File: src/rtl/data_mem_arbiter_if.sv
// ============================================================================
// Module   : data_mem_arbiter_if
// Brief    : Requester-side bus of the data BRAM arbiter (one instance per port)
// Revision : 1.0
// ============================================================================
`default_nettype none

interface data_mem_arbiter_if;
    logic        req;
    logic        we;
    logic [11:0] addr;
    logic [31:0] wdata;
    logic [3:0]  wstrb;
    logic        lock;
    logic        gnt;
    logic        rvalid;
    logic [31:0] rdata;

    modport master (
        output req, we, addr, wdata, wstrb, lock,
        input  gnt, rvalid, rdata
    );

    modport slave (
        input  req, we, addr, wdata, wstrb, lock,
        output gnt, rvalid, rdata
    );
endinterface

`default_nettype wire

File: src/rtl/data_mem_arbiter.sv
// ============================================================================
// Module   : data_mem_arbiter
// Brief    : Round-robin two-port arbiter for the 4096x32 data BRAM with
//            per-port lock, lock-timeout watchdog and contention counter
// Revision : 1.0
// ============================================================================
`default_nettype none

module data_mem_arbiter #(
    parameter int LOCK_TIMEOUT = 16,
    parameter int CNT_W        = 16
) (
    input  wire logic            clk,
    input  wire logic            rst_n,
    data_mem_arbiter_if.slave    m0,
    data_mem_arbiter_if.slave    m1,
    output logic                 mem_we,
    output logic [11:0]          mem_addr,
    output logic [31:0]          mem_wdata,
    output logic [3:0]           mem_wstrb,
    input  wire logic [31:0]     mem_rdata,
    output logic                 lock_err,
    output logic [CNT_W-1:0]     conflict_cnt
);

    localparam int c_tmo_w = $clog2(LOCK_TIMEOUT + 1);

    typedef enum logic [1:0] {
        IDLE  = 2'd0,
        LOCK0 = 2'd1,
        LOCK1 = 2'd2
    } state_t;

    state_t              r_state;
    logic                r_last_gnt;
    logic                r_rvalid0;
    logic                r_rvalid1;
    logic                r_lock_err;
    logic [c_tmo_w-1:0]  r_tmo_cnt;
    logic [CNT_W-1:0]    r_conflict_cnt;

    logic w_gnt0;
    logic w_gnt1;
    logic w_acc0;
    logic w_acc1;
    logic w_conflict;
    logic w_own_acc;
    logic w_own_lock;

    // In IDLE a conflict goes to the port that did not win last; a lock
    // restricts grants to its owner only.
    always_comb begin
        w_gnt0 = 1'b0;
        w_gnt1 = 1'b0;
        case (r_state)
            IDLE: begin
                if (m0.req && m1.req) begin
                    w_gnt0 = r_last_gnt;
                    w_gnt1 = ~r_last_gnt;
                end else begin
                    w_gnt0 = m0.req;
                    w_gnt1 = m1.req;
                end
            end
            LOCK0:   w_gnt0 = m0.req;
            LOCK1:   w_gnt1 = m1.req;
            default: ;
        endcase
    end

    assign w_acc0     = m0.req & w_gnt0;
    assign w_acc1     = m1.req & w_gnt1;
    assign w_conflict = (m0.req & ~w_gnt0) | (m1.req & ~w_gnt1);
    assign w_own_acc  = (r_state == LOCK0) ? w_acc0  : w_acc1;
    assign w_own_lock = (r_state == LOCK0) ? m0.lock : m1.lock;

    assign mem_we    = w_acc0 ? m0.we    : (w_acc1 ? m1.we    : 1'b0);
    assign mem_addr  = w_acc0 ? m0.addr  : (w_acc1 ? m1.addr  : 12'd0);
    assign mem_wdata = w_acc0 ? m0.wdata : (w_acc1 ? m1.wdata : 32'd0);
    assign mem_wstrb = w_acc0 ? m0.wstrb : (w_acc1 ? m1.wstrb : 4'd0);

    assign m0.gnt    = w_gnt0;
    assign m1.gnt    = w_gnt1;
    assign m0.rvalid = r_rvalid0;
    assign m1.rvalid = r_rvalid1;
    assign m0.rdata  = mem_rdata;
    assign m1.rdata  = mem_rdata;

    assign lock_err     = r_lock_err;
    assign conflict_cnt = r_conflict_cnt;

    always_ff @(posedge clk or negedge rst_n) begin
        if (!rst_n) begin
            r_state        <= IDLE;
            r_last_gnt     <= 1'b1;
            r_rvalid0      <= 1'b0;
            r_rvalid1      <= 1'b0;
            r_lock_err     <= 1'b0;
            r_tmo_cnt      <= '0;
            r_conflict_cnt <= '0;
        end else begin
            r_rvalid0  <= w_acc0;
            r_rvalid1  <= w_acc1;
            r_lock_err <= 1'b0;

            if (w_acc0) begin
                r_last_gnt <= 1'b0;
            end else if (w_acc1) begin
                r_last_gnt <= 1'b1;
            end

            if (w_conflict && (r_conflict_cnt != {CNT_W{1'b1}})) begin
                r_conflict_cnt <= r_conflict_cnt + 1'b1;
            end

            case (r_state)
                IDLE: begin
                    if (w_acc0 && m0.lock) begin
                        r_state   <= LOCK0;
                        r_tmo_cnt <= '0;
                    end else if (w_acc1 && m1.lock) begin
                        r_state   <= LOCK1;
                        r_tmo_cnt <= '0;
                    end
                end
                LOCK0, LOCK1: begin
                    if (w_own_acc) begin
                        if (!w_own_lock) begin
                            r_state <= IDLE;
                        end
                        r_tmo_cnt <= '0;
                    end else if (r_tmo_cnt == c_tmo_w'(LOCK_TIMEOUT - 1)) begin
                        // Owner went silent too long: force release and flag it.
                        r_state    <= IDLE;
                        r_tmo_cnt  <= '0;
                        r_lock_err <= 1'b1;
                    end else begin
                        r_tmo_cnt <= r_tmo_cnt + 1'b1;
                    end
                end
                default: begin
                    r_state   <= IDLE;
                    r_tmo_cnt <= '0;
                end
            endcase
        end
    end

endmodule

`default_nettype wire

File: src/flat_wrapper.sv
// flat-port wrapper written by rule: the top's interface ports become plain ports
module data_mem_arbiter_flat 
#(
    parameter int LOCK_TIMEOUT = 16,
    parameter int CNT_W        = 16
)
  (clk, rst_n, mem_we, mem_addr, mem_wdata, mem_wstrb, mem_rdata, lock_err, conflict_cnt, m0_req, m0_we, m0_addr, m0_wdata, m0_wstrb, m0_lock, m0_gnt, m0_rvalid, m0_rdata, m1_req, m1_we, m1_addr, m1_wdata, m1_wstrb, m1_lock, m1_gnt, m1_rvalid, m1_rdata);
  data_mem_arbiter_if m0_i ();
  data_mem_arbiter_if m1_i ();
  input  wire logic clk;
  input  wire logic rst_n;
  output logic mem_we;
  output logic [11:0] mem_addr;
  output logic [31:0] mem_wdata;
  output logic [3:0] mem_wstrb;
  input  wire logic [31:0] mem_rdata;
  output logic lock_err;
  output logic [CNT_W-1:0] conflict_cnt;
  input wire logic [$bits(m0_i.req)-1:0] m0_req;
  input wire logic [$bits(m0_i.we)-1:0] m0_we;
  input wire logic [$bits(m0_i.addr)-1:0] m0_addr;
  input wire logic [$bits(m0_i.wdata)-1:0] m0_wdata;
  input wire logic [$bits(m0_i.wstrb)-1:0] m0_wstrb;
  input wire logic [$bits(m0_i.lock)-1:0] m0_lock;
  output wire logic [$bits(m0_i.gnt)-1:0] m0_gnt;
  output wire logic [$bits(m0_i.rvalid)-1:0] m0_rvalid;
  output wire logic [$bits(m0_i.rdata)-1:0] m0_rdata;
  input wire logic [$bits(m1_i.req)-1:0] m1_req;
  input wire logic [$bits(m1_i.we)-1:0] m1_we;
  input wire logic [$bits(m1_i.addr)-1:0] m1_addr;
  input wire logic [$bits(m1_i.wdata)-1:0] m1_wdata;
  input wire logic [$bits(m1_i.wstrb)-1:0] m1_wstrb;
  input wire logic [$bits(m1_i.lock)-1:0] m1_lock;
  output wire logic [$bits(m1_i.gnt)-1:0] m1_gnt;
  output wire logic [$bits(m1_i.rvalid)-1:0] m1_rvalid;
  output wire logic [$bits(m1_i.rdata)-1:0] m1_rdata;
  assign m0_i.req = m0_req;
  assign m0_i.we = m0_we;
  assign m0_i.addr = m0_addr;
  assign m0_i.wdata = m0_wdata;
  assign m0_i.wstrb = m0_wstrb;
  assign m0_i.lock = m0_lock;
  assign m0_gnt = m0_i.gnt;
  assign m0_rvalid = m0_i.rvalid;
  assign m0_rdata = m0_i.rdata;
  assign m1_i.req = m1_req;
  assign m1_i.we = m1_we;
  assign m1_i.addr = m1_addr;
  assign m1_i.wdata = m1_wdata;
  assign m1_i.wstrb = m1_wstrb;
  assign m1_i.lock = m1_lock;
  assign m1_gnt = m1_i.gnt;
  assign m1_rvalid = m1_i.rvalid;
  assign m1_rdata = m1_i.rdata;
  data_mem_arbiter #(.LOCK_TIMEOUT(LOCK_TIMEOUT), .CNT_W(CNT_W)) u_core (.clk(clk), .rst_n(rst_n), .m0(m0_i), .m1(m1_i), .mem_we(mem_we), .mem_addr(mem_addr), .mem_wdata(mem_wdata), .mem_wstrb(mem_wstrb), .mem_rdata(mem_rdata), .lock_err(lock_err), .conflict_cnt(conflict_cnt));
endmodule
File: config.mk
export PLATFORM = sky130hd
export DESIGN_NAME = data_mem_arbiter_flat
export DESIGN_NICKNAME = d
export VERILOG_FILES = /design/src/rtl/data_mem_arbiter_if.sv /design/src/rtl/data_mem_arbiter.sv /design/src/flat_wrapper.sv
export SDC_FILE = /design/constraint.sdc
export NUM_CORES = 1
export LEC_CHECK = 0
export CAP_MARGIN = 5
export CORE_AREA = 5 5 100 102
export DETAILED_ROUTE_END_ITERATION = 12
export DIE_AREA = 0 0 105 107
export PLACE_DENSITY = 0.77
export SLEW_MARGIN = 20
export SYNTH_ARGS = -nofsm -noshare
export SYNTH_HDL_FRONTEND = slang
export SYNTH_SLANG_ARGS = --single-unit
File: constraint.sdc
create_clock -name clk -period 4.36 [get_ports clk]
set_input_delay 1.308 -clock clk [delete_from_list [all_inputs] [get_ports clk]]
set_output_delay 1.308 -clock clk [all_outputs]
set_load 0.05 [all_outputs]
# Yosys cells after proc, flatten, opt, wreduce, memory -nomap -nowiden

Index checks and enable logic that the tools add are counted.
Widths: inputs -> output; s select.

Add/subtract/negate cells: 2
Eq/ne operators: 7
Muxes and demuxes: 30
Bitwise operators: 8
Reductions and logical operators: 8

Operators with widths:

| kind                  | number |
|---|---|
| $mux 32               | 2 |
| $mux 12               | 2 |
| $mux 5                | 4 |
| $add 16x1->16 const B | 1 |
| $ne 16x16->1 const B  | 1 |
| $mux 1                | 11 |
| $mux 2                | 5 |
| $pmux 5 s2            | 1 |
| $mux 4                | 2 |
| $ne 3x1->1 const B    | 2 |
| $add 5x1->5 const B   | 1 |
| $eq 5x4->1 const B    | 1 |
| $and 1x1->1           | 4 |
| $logic_and 1x1->1     | 4 |
| $pmux 1 s2            | 2 |
| $pmux 2 s2            | 1 |
| $ne 3x3->1 const B    | 1 |
| $not 1->1             | 3 |
| $reduce_and 3->1      | 1 |
| $eq 2x1->1 const B    | 1 |
| $eq 2x2->1 const B    | 1 |
| $logic_not 2->1       | 1 |
| $reduce_bool 2->1     | 1 |
| $reduce_or 2->1       | 1 |
| $or 1x1->1            | 1 |

Flip-flop bits (word level): 27
Bits of input ports: 136
Logic and storage cells: 62

# Logic depth before layout (Yosys ltp)

Depth in word-level cells: 8
Depth in mapped cells: 9
Mapped depth without buffers: 7

# Worst setup path after synthesis

No wires, ideal clock.

Path kind: input port to output port
Start: in m1_req
End: out mem_addr[10]
Arrival time: 2.687 ns
Data required time: 3.052 ns
Setup slack: 0.365 ns
Stages: 7
Path buffers: 2
Cells stage by stage: nand2b_1 > o21ai_2 > inv_2 > nor3_2 > buf_2 > buf_2 > a22o_1

Cells in the longest elaborated chain, start to end: 6
Elaborated cells on any way between the ends: 9
Classes of those cells: mux (6); bitwise (2); reduce/logical (1)

RTL lines:

| what              | line                   | RTL |
|---|---|---|
| from (decl)       | flat_wrapper.sv:28     | `input wire logic [$bits(m1_i.req)-1:0] m1_req;` |
| $logic_and 1x1->1 | data_mem_arbiter.sv:57 | `if (m0.req && m1.req) begin` |
| $mux 1            | data_mem_arbiter.sv:57 |  |
| $pmux 1 s2        | data_mem_arbiter.sv:55 | `case (r_state)` |
| $and 1x1->1       | data_mem_arbiter.sv:72 | `assign w_acc1 = m1.req & w_gnt1;` |
| $mux 12           | data_mem_arbiter.sv:78 | `assign mem_addr = w_acc0 ? m0.addr : (w_acc1 ? m1.addr : 12'd0);` |
| $mux 12 *         | data_mem_arbiter.sv:78 |  |
| to (decl)         | flat_wrapper.sv:13     | `output logic [11:0] mem_addr;` |

Mark *: on every way between the ends. The rest lies on a longest branch, timed or not.

# Worst setup path in the final report

Start: in m1_req
End: out mem_wdata[0]

Cells in the longest elaborated chain, start to end: 6
Elaborated cells on any way between the ends: 9
Classes of those cells: mux (6); bitwise (2); reduce/logical (1)

RTL lines:

| what              | line                   | RTL |
|---|---|---|
| $logic_and 1x1->1 | data_mem_arbiter.sv:57 |  |
| $mux 1            | data_mem_arbiter.sv:57 |  |
| $pmux 1 s2        | data_mem_arbiter.sv:55 |  |
| $and 1x1->1       | data_mem_arbiter.sv:72 |  |
| $mux 32           | data_mem_arbiter.sv:79 | `assign mem_wdata = w_acc0 ? m0.wdata : (w_acc1 ? m1.wdata : 32'd0);` |
| $mux 32 *         | data_mem_arbiter.sv:79 |  |
| to (decl)         | flat_wrapper.sv:14     | `output logic [31:0] mem_wdata;` |

Marks and branches as above.

==> results.cfg <==
[power_and_ir_drop]
peakVddDrop_uv = 345.0
p_per_area_mw_per_mm2 = 818.3
fin_total_pwr_mw = 3.653
p_leak_nw = 1.835

[placed_design]
gp_congestion = 0.8832
place_ws_ns = 0.06021
dpl.cell_count = 478
dpl_cell_area_mm2 = 0.004325
dpl.hpwl_um = 8013
io_buffers = 173

[die]
coreArea_mm2 = 0.009021
die_area_mm2 = 0.01124
start_util_pct = 26.91
die_h_um = 107
die_w_um = 105
rows = 35
ios = 270

[cts]
clockRootBuffer = clkbuf_8
numCtsBuffers = 3
clk_latency_ns = 0.27
cts_hold_buf = 0
cts_tree = built
clk_path_buf_depth = 2
path_clk_slew_ns = 0.09
clock-sinks = 27
h-tree-depth = 1

[timing]
period_needed_ns = 4.239
setup_viol = 0
period_share_pct = 97.22
max_slew_margin_pct = 61.63
worst_slack_ns = 0.1211
finalSetupTns_ns = 0
finalClockSkew_ns = 0.004749
slew_violations = 0
fin_hold_ws_ns = 0.4717
fmax_ghz = 0.2359
hold_viol = 0
worst_pin_slew_ns = 0.5756

[detailed_routing]
wirelength_um = 9749
ant_nets = 0
drt_iter0_markers = 88
drcViolationCount = 0
via_per_inst = 4.973
firstDrtPassIters = 4
vias = 2417
wire_per_inst_um = 20.06

[layout]
drive_gt1_share_pct = 22.13
areaGrowthSynthToFinish_pct = 83.92
fillers = 805
finalNonFillerCells = 486
multi_input_area_mm2 = 0.001210
post-route-util_pct = 49.49
num_antenna_cells = 0
regArea_um2 = 676.9
fin_nets = 518
design_area_mm2 = 0.004464

[setup_path]
required_ns = 3.05
cp-end-kind = primary output
path_delay_family = buffers and inverters
max_stage_delay_ns = 0.48
setup.worst_path.class = in -> out
ff2ff_setup_slack_ns = 2.04
cp_max_fo = 12
cp_common_cell = buf_12
crit_path_top_delay_cell = clkdlybuf4s50_1
path_buf_inv = 5
cp_cell_sequence = clkdlybuf4s50_1 > nand2b_1 > o21ai_2 > inv_2 > nor3_4 > buf_12 > buf_6 > a22o_1 > buf_12
critPathArrivalTime_ns = 2.93
cp-start-kind = primary input

[global_route]
grt-ovfl-total = 0
grt_max_degree = 53
grt_pass1_wl_um = 13850
antenna_found_initial = 0
grt_pass1_vias = 2591
grt_use_total_pct = 15.33

[synth]
yosys.area.top_type_share_pct = 26.80
synthCells = 264
syn_area_mm2 = 0.002427
synth_warnings = 0
async_flop_share_pct = 100.0
yosys.area.top_type = dfrtp_1
yosysSeqAreaShare_pct = 27.89
synth_edf_count = 0
syn-num-nets = 406
synthTopCellsByCount = buf_4, a22o_1, dfrtp_1, nand2_1, xor2_1
ys_ff_latch = 27
synth.most_common_cell = buf_4
synthFlopType = dfrtp_1
avgSynthCellArea_um2 = 9.194
ys_top_cells_by_area = dfrtp_1, buf_4, a22o_1
ys_types = 42

[status]
status = finished clean

[worst_hold_path]
min-delay-path-class = reg -> reg

[job]
maxCapViolCount = 0
## cell type report
cell class / instances / share of cell area [%]
inverters: 7 / 0.5886
multi-input cells: 154 / 27.10
repair buffers: 183 / 53.00
flip-flops and latches: 27 / 15.16
clock inverters: 1 / 0.1121
well taps: 111 / 3.111
clock buffers: 3 / 0.9249
## layout by cell type (no fill, tap or decap), drive strengths merged, types with 2 or more instances in the layout
master,n
nor3,12
nand4,2
nor4,6
clkbuf,5
xor2,12
nor2,8
nand2b,3
o21ai,2
nor3b,2
inv,7
ha,6
a22o,52
o31ai,2
o22a,2
o21a,2
clkdlybuf4s50,120
and3,2
mux2,4
dfrtp,26
o221ai,2
nand3,9
buf,60
nand2,14
## worst reg2reg max path, cell delays in order, from the launching register on
cell and delay (ns):
dfrtp_1 0.41, inv_1 0.11, ha_1 0.31, a31oi_4 0.14, buf_4 0.18, o311ai_2 0.49, o221ai_1 0.25, mux2_2 0.31
## cells by family after synthesis
family / count (synthesis) / synth area share [%]
multiplexers: 4 / 1.856
adder cells (fa/ha/maj): 6 / 3.093
buffers and inverters: 83 / 22.89
AND/OR/NAND/NOR: 61 / 13.81
XOR/XNOR: 12 / 4.330
flip-flops: 27 / 27.89
AO/OA/AOI/OAI: 71 / 26.13
## repair_timing
item	CTS	global route
setup buffers	0	1
gates resized for setup	0	2
endpoints found under the setup margin	0	49
## per-layer routing
| metal | global-route usage (%) | vias up | wire length [µm] |
|---|---|---|---|
| li1 | - | 1125 | - |
| met1 | 17.73 | 1134 | 3702 |
| met2 | 25.81 | 142 | 4884 |
| met3 | 6.562 | 16 | 981 |
| met4 | 4.384 | 0 | 180 |
| met5 | 0 | - | 0 |
## power breakdown
| group | total [mW] | leakage, nW | internal, mW | switching (mW) |
|---|---|---|---|---|
| logic | 3.07 | 1.49 | 1.37 | 1.70 |
| clock network | 0.142 | 0.0255 | 0.0641 | 0.0777 |
| registers | 0.444 | 0.322 | 0.344 | 0.100 |
## path summary, 6_finish.rpt
path / cells after the start / to / start
worst max-delay path: 9 / mem_wdata[0] / m1_req
worst min-delay path: 1 / u_core.lock_err / u_core.r_tmo_cnt[4]
worst max register to register: 7 / u_core.r_state[1] / u_core.r_state[0]
worst min register to register: 1 / u_core.lock_err / u_core.r_tmo_cnt[4]
max in group asynchronous: 1 / u_core.r_last_gnt / rst_n
min in group asynchronous: 1 / u_core.conflict_cnt[13] / rst_n
## state kept, by name (all words and copies together), names as in the netlist
name / flops
u_core.conflict_cnt: 16
u_core.m0.rvalid: 1
u_core.r_last_gnt: 1
u_core.r_state: 2
u_core.lock_err: 1
u_core.r_tmo_cnt: 5
u_core.m1.rvalid: 1
Note: power is estimated with default switching activity, not from simulation.
